File: config.mk
export PLATFORM = sky130hd
export DESIGN_NAME = serial_tx_p2s
export DESIGN_NICKNAME = d
export VERILOG_FILES = /design/src/rtl/serial_tx_p2s.sv
export SDC_FILE = /design/constraint.sdc
export NUM_CORES = 1
export LEC_CHECK = 0
export CORE_AREA = 2 2 55 57
export CTS_BUF_LIST = sky130_fd_sc_hd__clkbuf_4 sky130_fd_sc_hd__clkbuf_8 sky130_fd_sc_hd__clkbuf_16
export DETAILED_ROUTE_END_ITERATION = 6
export DIE_AREA = 0 0 57 59
export DONT_BUFFER_PORTS = 1
export GPL_TIMING_DRIVEN = 0
export HOLD_SLACK_MARGIN = 0.08
export PLACE_DENSITY_LB_ADDON = 0.08
export SYNTH_ARGS = -nofsm -noshare
export SYNTH_HDL_FRONTEND = slang
export SYNTH_SLANG_ARGS = --single-unit
File: constraint.sdc
create_clock -name clk -period 1.39 [get_ports clk]
set_clock_uncertainty 0.05 [all_clocks]
set_input_delay 0.278 -clock clk [delete_from_list [all_inputs] [get_ports clk]]
set_output_delay 0.278 -clock clk [all_outputs]
set_load 0.01 [all_outputs]
File: src/rtl/serial_tx_p2s.sv
// serial_tx_p2s: word-to-bitstream shifter with a one-word holding register and frame markers
module serial_tx_p2s #(
  parameter int WIDTH = 8,
  parameter bit MSB_FIRST = 1'b1,
  parameter bit IDLE_LEVEL = 1'b0
) (
  input  logic             clk,
  input  logic             rst,
  input  logic [WIDTH-1:0] data_in,
  input  logic             load_valid,
  output logic             load_ready,
  output logic             output_bit,
  output logic             bit_valid,
  output logic             frame_start,
  output logic             frame_end,
  output logic             busy
);
  localparam int CW = $clog2(WIDTH);
  localparam logic [CW-1:0] LAST = CW'(WIDTH - 1);
  typedef enum logic {IDLE, SHIFT} state_t;
  state_t state, state_n;
  logic [WIDTH-1:0] hold, sreg, sreg_n, sh;
  logic [CW-1:0] cnt, cnt_n;
  logic hold_full, accept, take, last, ob_n, bv_n, fs_n, fe_n;
  assign load_ready = ~hold_full;
  assign busy = bit_valid | hold_full;
  assign accept = load_valid & load_ready;
  assign last = (state == SHIFT) && (cnt == LAST);
  assign take = hold_full & ((state == IDLE) | last);
  assign sh = MSB_FIRST ? sreg << 1 : sreg >> 1;
  // Next shifter state: a take reloads from hold, otherwise shift or fall back to idle after the last bit
  always_comb begin
    state_n = state;
    sreg_n = sreg;
    cnt_n = cnt;
    ob_n = output_bit;
    bv_n = bit_valid;
    fs_n = 1'b0;
    fe_n = 1'b0;
    if (take) begin
      state_n = SHIFT;
      sreg_n = hold;
      cnt_n = '0;
      ob_n = MSB_FIRST ? hold[WIDTH-1] : hold[0];
      bv_n = 1'b1;
      fs_n = 1'b1;
    end else if (last) begin
      state_n = IDLE;
      ob_n = IDLE_LEVEL;
      bv_n = 1'b0;
    end else if (state == SHIFT) begin
      sreg_n = sh;
      cnt_n = cnt + CW'(1);
      ob_n = MSB_FIRST ? sh[WIDTH-1] : sh[0];
      fe_n = (cnt_n == LAST);
    end
  end
  // Register holding slot and shifter; accept and take never coincide since ready is low while full
  always_ff @(posedge clk or posedge rst)
    if (rst) begin
      state <= IDLE;
      hold <= '0;
      hold_full <= 1'b0;
      sreg <= '0;
      cnt <= '0;
      output_bit <= IDLE_LEVEL;
      bit_valid <= 1'b0;
      frame_start <= 1'b0;
      frame_end <= 1'b0;
    end else begin
      state <= state_n;
      hold <= accept ? data_in : hold;
      hold_full <= accept | (hold_full & ~take);
      sreg <= sreg_n;
      cnt <= cnt_n;
      output_bit <= ob_n;
      bit_valid <= bv_n;
      frame_start <= fs_n;
      frame_end <= fe_n;
    end
endmodule

Yosys cells after proc, flatten, opt, wreduce, memory -nomap -nowiden

Cells that the tools add are included.

Memories kept: 0
Memory bits (read-only): 0
Register bits after elaboration: 23
RAM bits: 0
Latch bits: 0
Output and inout bits: 6

Reduce and logical (&&, ||, !) cells: 5
$add $sub $neg: 1
Bitwise operators: 9
Multipliers: 0
$lt $le $gt $ge: 0
Equal/unequal tests: 3
Div/mod/pow operators: 0
Multiplexer cells: 15
Shifts and indexed selects: 0

Operators by type and width:

| operator              | number |
|---|---|
| $mux W7               | 3 |
| $mux W1               | 9 |
| $mux W3               | 3 |
| $eq A3 B3 Y1 const B  | 2 |
| $reduce_bool A2 Y1    | 2 |
| $add A3 B1 Y3 const B | 1 |
| $and A1 B1 Y1         | 3 |
| $not A1 Y1            | 3 |
| $or A1 B1 Y1          | 3 |
| $reduce_bool A3 Y1    | 1 |
| $ne A2 B2 Y1 const B  | 1 |
| $reduce_and A2 Y1     | 1 |
| $logic_and A1 B1 Y1   | 1 |

Logic depth before layout (Yosys ltp)

Depth in word-level cells: 7
Depth in mapped cells: 6
Mapped depth without buffers: 5

Worst setup path before layout

OpenSTA, ideal clock, no wires.

Path kind: reg2reg
From: register cnt[1]
To: register cnt[1]
Setup slack: 0.035 ns
Stages on the path, launching flop included: 6
Arrival time: 1.225 ns
Library setup time: 0.079 ns
Cell sequence: dfrtp_1 -> ha_1 -> ha_1 -> nor2b_4 -> buf_2 -> mux2i_1

Cells in the longest elaborated chain, start to end: 6

RTL lines:

| element                                                                    | line | RTL |
|---|---|---|
| from (decl)                                                                | 23   | `logic [CW-1:0] cnt, cnt_n;` |
| from (signal assigned)                                                     | 75   | `cnt <= cnt_n;` |
| $eq A3 B3 Y1                                                               | 28   | `assign last = (state == SHIFT) && (cnt == LAST);` |
| $logic_and A1 B1 Y1                                                        | 28   |  |
| $or A1 B1 Y1                                                               | 29   | `assign take = hold_full & ((state == IDLE) \| last);` |
| $and A1 B1 Y1                                                              | 29   |  |
| $ne A2 B2 Y1 (no source line) / $reduce_bool A2 Y1 (equally long branches) | -    |  |
| $reduce_and A2 Y1 (no source line)                                         | -    |  |

Several ways; a longest one is shown, not always the timed one. The select of a mux whose other input is x is not followed.
A chain may end at the register's enable or synchronous reset.

Final worst setup path

Ends and elaborated chain as after synthesis.

==> flow_summary.yaml <==
worst_setup_path:
  worstPathMaxFanout: 6
  crit_path_start_kind: "flop"
  setup.worst_path.class: "reg2reg"
  worstSetupEndpointType: "flop"
  worstPathRequired_ns: 1.58
  arrival_ns: 1.62
sta:
  whs_ns: 0.309
  fin_crit_ns: 1.43
  max_freq_ghz: 0.701
  tns_ns: -0.0733
  worst_slew_pin_slew_ns: 0.879
  setup_viol: 2
  layout_setup_ws_ns: -0.0369
  slew_headroom_pct: 41.4
  drv_slew: 0
  fin_crit_sh_pct: 103
  final_hold_viol_count: 0
  rsz0062_at_grt: "yes"
cells_and_area:
  stdcell_count: 129
  finish.instance_area_um2: 1300
  drive_above_1_share_pct: 40.8
  regArea_um2: 577
  multi_input_area_um2: 443
  final_util_pct: 48.1
  area_growth_pct: 28.2
  final_nets: 113
  antenna_cells: 0
  fill_cells: 258
yosys:
  yosysTopAreaCell: "dfrtp_1"
  synth_area_leaders: "dfrtp_1 (57%), mux2_4 (12%), mux2i_1 (8.9%)"
  ys_types: 16
  yosys_warnings: 0
  syn_area_um2: 1020
  synth.top_cell.area_share_pct: 56.7
  synth-async-reset-ratio_pct: 100
  avgSynthCellArea_um2: 13.0
  seq_area_frac_synth_pct: 56.7
  yosysMostFrequentCell: "dfrtp_1"
  ys.flop_type: "dfrtp_1"
  synthesis.instances: 78
  synth_common_cells: "dfrtp_1 (23), nand2_1 (10), mux2i_1 (9), o21ai_0 (9), mux2_4 (8)"
  ys_seq_elements: 23
  syn_nets: 92
  synth_edf_count: 0
power:
  leakage_nw: 0.636
  peakVddDrop_v: 0.00113
  p_switching_mw: 0.997
  swShare_pct: 35.2
  power.share.sequential_pct: 41.2
  p_comb_share_pct: 47.8
  clockPowerShare_pct: 11.0
  finalPower_mw: 2.83
  p_per_area_nw_per_um2: 2180
  intPower_mw: 1.84
global_routing:
  grt_pass1_vias: 662
  grt_pass1_wl_um: 3140
  grt_usage_pct: 12.5
  grt_remaining_overflow: 0
  grt_max_degree: 24
  antenna_found_initial: 0
floorplanning:
  initial_utilization_pct: 37.5
  fp.dieArea_um2: 3360
  num_rows: 19
  coreArea_um2: 2710
  io_pins: 17
  die_w_um: 57
  die_h_um: 59
clock_tree:
  cts-root-buf: "clkbuf_4"
  insertion_delay_ns: 0.31
  h-tree-depth: 1
  cts_sinks: 23
  cts_tree: "yes"
  clkTransAtPathRegs_ns: 0.13
  cts.path.max_buffers: 2
  cts_buffers: 3
placed_design:
  dp_slack_ns: -0.123
  place_hpwl_um: 1110
  port_buffers: 0
  placed_cells: 109
  place.gp.congestion: 0.657
  place_area_um2: 1050
routing:
  drtPass1Iterations: 4
  ant_nets: 0
  route.detailed.drc: 0
  vias_per_cell: 4.94
  routed_wl_um: 1970
  wl_per_cell_um: 15.3
  vias: 637
  drt_iter0_markers: 19
job:
  maxCapViolCount: 0
worst_hold_path:
  hold_class: "in2reg"
run_status:
  violations: "negative setup slack"
  outcome: "finished with violations"
## cell families (layout without fill, tap and decap cells)
group / count (synthesis) / after routing / synth area share [%]
compound gates: 11 / 11 / 6.16
fa+ha+maj: 3 / 3 / 3.69
buf+inv: 7 / 27 / 4.31
flops: 23 / 23 / 56.7
mux: 17 / 17 / 20.7
simple gates: 17 / 17 / 8.50
## metal layers
metal,vias up,track usage (%),part of all wire (%)
li1,309,-,-
met1,315,17.2,49
met2,11,19.4,47
met3,2,2.18,3.3
met4,0,5.98,0.86
met5,-,0,0
## worst max-delay path, cell delays in order, from the launching register on
cell and delay [ns]:
dfrtp_1 0.41, ha_2 0.20, ha_4 0.17, nor2b_4 0.21, buf_6 0.16, mux2i_1 0.17
## path summary, 6_finish.rpt
kind | start | endpoint | slack [ns] | depth (start not counted)
max | cnt[1] | cnt[1] | -0.04 | 5
min | load_valid | hold_full | 0.31 | 3
max reg2reg | cnt[1] | cnt[1] | -0.04 | 5
min reg2reg | sreg[0] | sreg[1] | 0.45 | 2
max in group asynchronous | rst | hold_full | 0.17 | 2
min in group asynchronous | rst | hold[0] | 0.52 | 2
## layout make-up
| class | count | area share (%) |
|---|---|---|
| timing repair buffer | 16 | 11.8 |
| clock buffer | 3 | 1.73 |
| inverter | 3 | 1.06 |
| multi-input combinational | 48 | 34.0 |
| clock inverter | 1 | 0.384 |
| buffer | 4 | 3.75 |
| sequential | 23 | 44.3 |
| tap | 31 | 2.98 |
## power by group through the flow
stage	logic, mW	registers [mW]	clock network, mW
finish	1.35	1.17	0.312
global route	1.48	1.21	0.357
CTS	1.17	1.16	0.331
detailed placement	0.935	1.19	0
global placement	0.940	1.18	0
floorplan	0.797	1.13	0
## sequential cells by signal, indices dropped and copies added, names as in the netlist
name	count
cnt	3
frame_end	1
frame_start	1
hold	8
hold_full	1
output_bit	1
sreg	7
state	1
## what timing repair did
| action | 4_1_cts | 5_1_grt |
|---|---|---|
| pin swaps | 0 | 6 |
| setup endpoints to repair | 14 | 20 |
| endpoints found under the hold margin | 31 | 0 |
| gates cloned | 1 | 2 |
| hold buffers | 9 | 0 |
| resized for setup | 11 | 27 |
| setup buffers | 4 | 0 |
## placed cells by master, fill, tap and decap left out
cell type      instances
a21o_2                 1
a32oi_1                1
and3_1                 1
buf_4                  4
buf_6                  6
buf_8                  1
clkbuf_4               3
clkinv_2               1
dfrtp_1               22
dfrtp_2                1
dlygate4sd3_1          9
ha_1                   1
ha_2                   1
ha_4                   1
inv_1                  2
inv_4                  1
mux2_4                 8
mux2i_1                9
nand2_1                5
nand2_2                5
nor2_1                 2
nor2b_4                2
o21ai_1                6
o21ai_2                3
or2_2                  1
or2_4                  1
Note: power is estimated with default switching activity, not from simulation.
==> variant 1 (same flow settings) <==
`WIDTH`: 8 -> 4.
--- a/src/rtl/serial_tx_p2s.sv
+++ b/src/rtl/serial_tx_p2s.sv
@@ -1,6 +1,6 @@
 // serial_tx_p2s: word-to-bitstream shifter with a one-word holding register and frame markers
 module serial_tx_p2s #(
-  parameter int WIDTH = 8,
+  parameter int WIDTH = 4,
   parameter bit MSB_FIRST = 1'b1,
   parameter bit IDLE_LEVEL = 1'b0
 ) (
Interface: changed (resized data_in); port bits go from 17 to 13. The function was not compared with the original's and may differ.
==> variant 1 against the original RTL <==
  * Sequential cell count fell by 9
  * Synthesized cell count fell by 41%
  * Worst setup slack improved by 0.058 ns
  * Routed wire length fell by 43%
  * Critical path type is now flop to primary output
  * Synthesized area fell by 38%
  * Power fell by 33%
  * Cell area fell by 38%
  * Global-route usage fell by 5.1 points
  * Largest cell class unchanged
  * Largest power group unchanged
==> variant 1: results (changes against the original RTL) <==
[status]
status = completed

[drt]
drt_first_pass_iters = 2  ; -2
dr.first_iter.drc_count = 1  ; -18
routedWlPerCell_um = 12.3  ; -20%

[cells_and_area]
drive_above_1_share = 0.517  ; +0.109
nets = 70  ; -38%
final_cells = 91  ; -29%
fillers = 303  ; +17%
largest_register_ffs = 4  ; -4
top_regs = hold: 4 flops, sreg: 3 flops, cnt: 2 flops

[setup_path]
slowest_delay_ns = 0.48  ; +0.07 ns
cp.arrival_ns = 1.04  ; -0.58 ns
cp_slowest_cell = dfrtp_2
path_max_fanout = 6  ; unchanged

[clock_network]
insertion_delay_ns = 0.28  ; -0.03 ns
clk_pin_slew_ns = 0.09  ; -0.04 ns

[place]
place_area_um2 = 677  ; -36%
placed_cells = 77  ; -29%
dpl.hpwl_um = 757  ; -32%
dp_slack_ns = -0.0640  ; +0.0593 ns

[yosys]
synthTopCellsByArea = dfrtp_1 (55%), mux2_2 (11%), mux2i_1 (4.7%), mux2_4 (4.7%), ha_1 (4.0%)
yosysSeqAreaShare = 0.553  ; -0.0131
muxShareOfSynthArea = 0.202  ; -0.00532
synthAdderAreaFrac = 0.0395  ; +0.00258
syn_nets = 55  ; -40%
ys_top_cells_by_count = dfrtp_1 (14), mux2_2 (6), inv_1 (3), mux2i_1 (3)
syn_area_per_cell_um2 = 13.8  ; +5.7%

[sta]
tightest_slew_ns = 0.553  ; -0.326 ns

[power]
p_leak_nw = 0.384  ; -40%
peakVddDrop_mv = 0.892  ; -21%

[global_routing]
grt_max_degree = 15  ; -38%
grt_usage = 0.0740  ; -0.0513
first_global_vias = 395  ; -40%

==> variant 1: cell count changes after synthesis, moves of 2 or more <==
| cell | before | now |
|---|---|---|
| mux2i_1 | 9 | 3 |
| nand2b_2 | 0 | 2 |
| dfrtp_1 | 23 | 14 |
| mux2_4 | 8 | 2 |
| mux2_2 | 0 | 6 |
| o21ai_0 | 9 | 0 |
| nand2_1 | 10 | 1 |
==> variant 1: final timing paths <==
path | slack (ns) | endpoint | from | cells after the start
min in group asynchronous | 0.44 | hold[3] | rst | 2
max reg2reg | 0.02 | output_bit | cnt[1] | 4
min | 0.1 | hold[3] | data_in[3] | 1
min reg2reg | 0.45 | sreg[2] | sreg[1] | 1
max in group asynchronous | 0.46 | state | rst | 2
max | 0.02 | busy | state | 1
==> variant 1: per-layer routing <==
metal	GRT usage	wire, um	vias to the layer above
met5	0	0	-
met4	0.00997	0	0
met3	0.0459	90	0
met2	0.118	556	13
met1	0.0876	473	192
li1	-	-	182
==> variant 1: power breakdown <==
| group | leakage (nW) | switching (W) | internal, W |
|---|---|---|---|
| combinational | 0.192 | 0.000333 | 0.000555 |
| clock | 0.0210 | 0.000124 | 0.000159 |
| sequential | 0.171 | 0.000125 | 0.000591 |
| total | 0.384 | 0.000582 | 0.00131 |
==> variant 1: layout make-up <==
type | instances | area, um^2 | area share
flip-flops and latches | 14 | 352 | 0.436
multi-input cells | 27 | 268 | 0.332
well taps | 31 | 38.8 | 0.0481
plain buffers | 2 | 22.5 | 0.0280
repair buffers | 10 | 77.6 | 0.0963
clock buffers | 4 | 36.3 | 0.0450
inverters | 3 | 11.3 | 0.0140
==> variant 1: timing repair <==
action                                 CTS  global route
setup buffers                            4             5
setup endpoints to repair                4             2
hold buffers                             1             0
gates resized for setup                  2             2
cloned                                   0             0
endpoints found under the hold margin   14             0
pin swaps                                0             1
==> variant 2 (same settings) <==
Made on the original files. Reset style: synchronous (`rst`), changed in one clocked block.
--- a/src/rtl/serial_tx_p2s.sv
+++ b/src/rtl/serial_tx_p2s.sv
@@ -56,7 +56,7 @@
     end
   end
   // Register holding slot and shifter; accept and take never coincide since ready is low while full
-  always_ff @(posedge clk or posedge rst)
+  always_ff @(posedge clk)
     if (rst) begin
       state <= IDLE;
       hold <= '0;
Formal check against the unedited RTL: differs if rst is asserted again (counterexample within 4 cycles, from zero or initial values and one cycle with rst high); with rst held inactive, the same outputs for 10 cycles.
==> variant 2 against the original RTL <==
  * Synthesized area shrank 7.9%
  * Routed wire length grew 7.0%
  * Via count grew 20%
  * Cell area shrank 4.9%
  * Register-to-register slack gained 0.097 ns
  * Synthesized cell count grew 33%
  * Sequential cell count is the same
  * Sequential share of layout area shrank 6.6 points
  * Worst setup slack gained 0.045 ns
Power is not compared: it rests on default switching activity, and its combinational part moved more than twofold at a synthesized area within 25%.
==> variant 2: results (changes against the original RTL) <==
[yosys]
ys_types = 19  ; +3
ys.flop_type = dfxtp_1
syn_area_per_cell_um2 = 9.00  ; -31%
synthTopCellsByArea = dfxtp_1 (49%), nand2_1 (7.6%), mux2i_1 (7.5%), a21oi_1 (7.0%), a211oi_1 (4.8%)
yosysSeqAreaShare = 0.492  ; -0.0745
ys_top_cells_by_count = dfxtp_1 (23), nand2_1 (19), a21oi_1 (13), nor2_1 (8), mux2i_1 (7)
synth-async-reset-ratio = 0  ; -1.00
syn_nets = 118  ; +28%

[drt]
wl_met2_um = 997  ; +8.5%
num_vias = 763  ; +20%
dr.first_iter.drc_count = 16  ; -3
drt_first_pass_iters = 2  ; -2
routedWlPerCell_um = 13.6  ; -11%
dr_wl_met3_um = 79  ; +22%
met1_length_um = 1020  ; +4.7%
wl_um = 2110  ; +7.0%

[place]
dpl.hpwl_um = 1300  ; +17%
place_congestion = 0.701  ; +6.6%
dp_slack_ns = -0.107  ; +0.0167 ns
place.port_buffers = 0  ; unchanged
place_area_um2 = 975  ; -7.6%

[power]
p_switching_w = 0.000341
p_leak_nw = 0.472
powerComb_w = 0.000218
peakVddDrop_mv = 0.500

[cells_and_area]
seq_area_um2 = 467  ; -19%
nets = 139  ; +23%
top_regs = hold: 8 flops, sreg: 7 flops, cnt: 3 flops
fillers = 291  ; +13%
drive_above_1_share = 0.266  ; -0.142
antennaDiodeCount = 0  ; unchanged

[hold_path]
worstHoldPathType = input pin to flop

[clock_network]
numCtsBuffers = 3  ; unchanged
cts_max_path_buffers = 2  ; unchanged
clk_pin_slew_ns = 0.13  ; about the same
ctsRootBufferMaster = clkbuf_4

[global_routing]
first_global_vias = 727  ; +9.8%
grt_pass1_wl_um = 3360  ; +7.0%
gr-usage-met1 = 0.163  ; -0.00874
gr-usage-met3 = 0.0240  ; +0.00218
grt_usage = 0.135  ; +0.00992
grt_max_degree = 13  ; -46%
use_met2 = 0.232  ; +0.0378

[sta]
slew-limit-headroom = 0.577  ; +0.164
hold_violations = 0  ; unchanged

[setup_path]
path_max_fanout = 7  ; +1

[status]
status = completed

-- variant 2: changes by cell type in the layout (fill, tap and decap cells not counted), moves of 3 or more --
cell | before | now
nand2_2 | 5 | 0
dfrtp_1 | 22 | 0
o21ai_1 | 6 | 0
a211oi_2 | 0 | 6
buf_4 | 4 | 8
nor3_1 | 0 | 4
nor2_1 | 2 | 6
mux2_4 | 8 | 0
o21ai_2 | 3 | 0
buf_6 | 6 | 0
dfxtp_1 | 0 | 20
nand2_1 | 5 | 19
a21oi_1 | 0 | 13
-- variant 2: layout make-up --
| type | instances | area share |
|---|---|---|
| Inverter | 2 | 0.00606 |
| Multi-Input combinational cell | 72 | 0.398 |
| Sequential cell | 23 | 0.377 |
| Tap cell | 31 | 0.0313 |
| Buffer | 6 | 0.0424 |
| Timing Repair Buffer | 17 | 0.121 |
| Clock buffer | 4 | 0.0242 |
-- variant 2: critical path, cell delays in order, from the launching register on --
cell and delay (ns):
dfxtp_4 0.38, buf_12 0.13, or2_4 0.24
-- variant 2: repair_timing --
action | in CTS | in global routing
hold buffers | 9 | 0
hold endpoints to repair | 11 | 0
resized for setup | 16 | 7
setup buffers | 4 | 4
endpoints found under the setup margin | 14 | 11
-- variant 2: final timing paths --
kind	start	end	slack, ns	cells after the start
setup / recovery	hold_full	busy	0.008	2
hold / removal	load_valid	hold[0]	0.28	4
setup reg to reg	cnt[1]	cnt[2]	0.06	6
hold reg to reg	hold[3]	hold[3]	0.42	2
-- variant 2: logic make-up (layout without fill, tap and decap cells) --
group | Yosys count | after routing | synth area share
AOI/OAI and AO/OA | 21 | 21 | 0.135
and+or+nand+nor | 41 | 41 | 0.195
buffers and inverters | 9 | 29 | 0.0628
muxes | 7 | 7 | 0.0749
adders and majority gates | 3 | 3 | 0.0401
DFF | 23 | 23 | 0.492
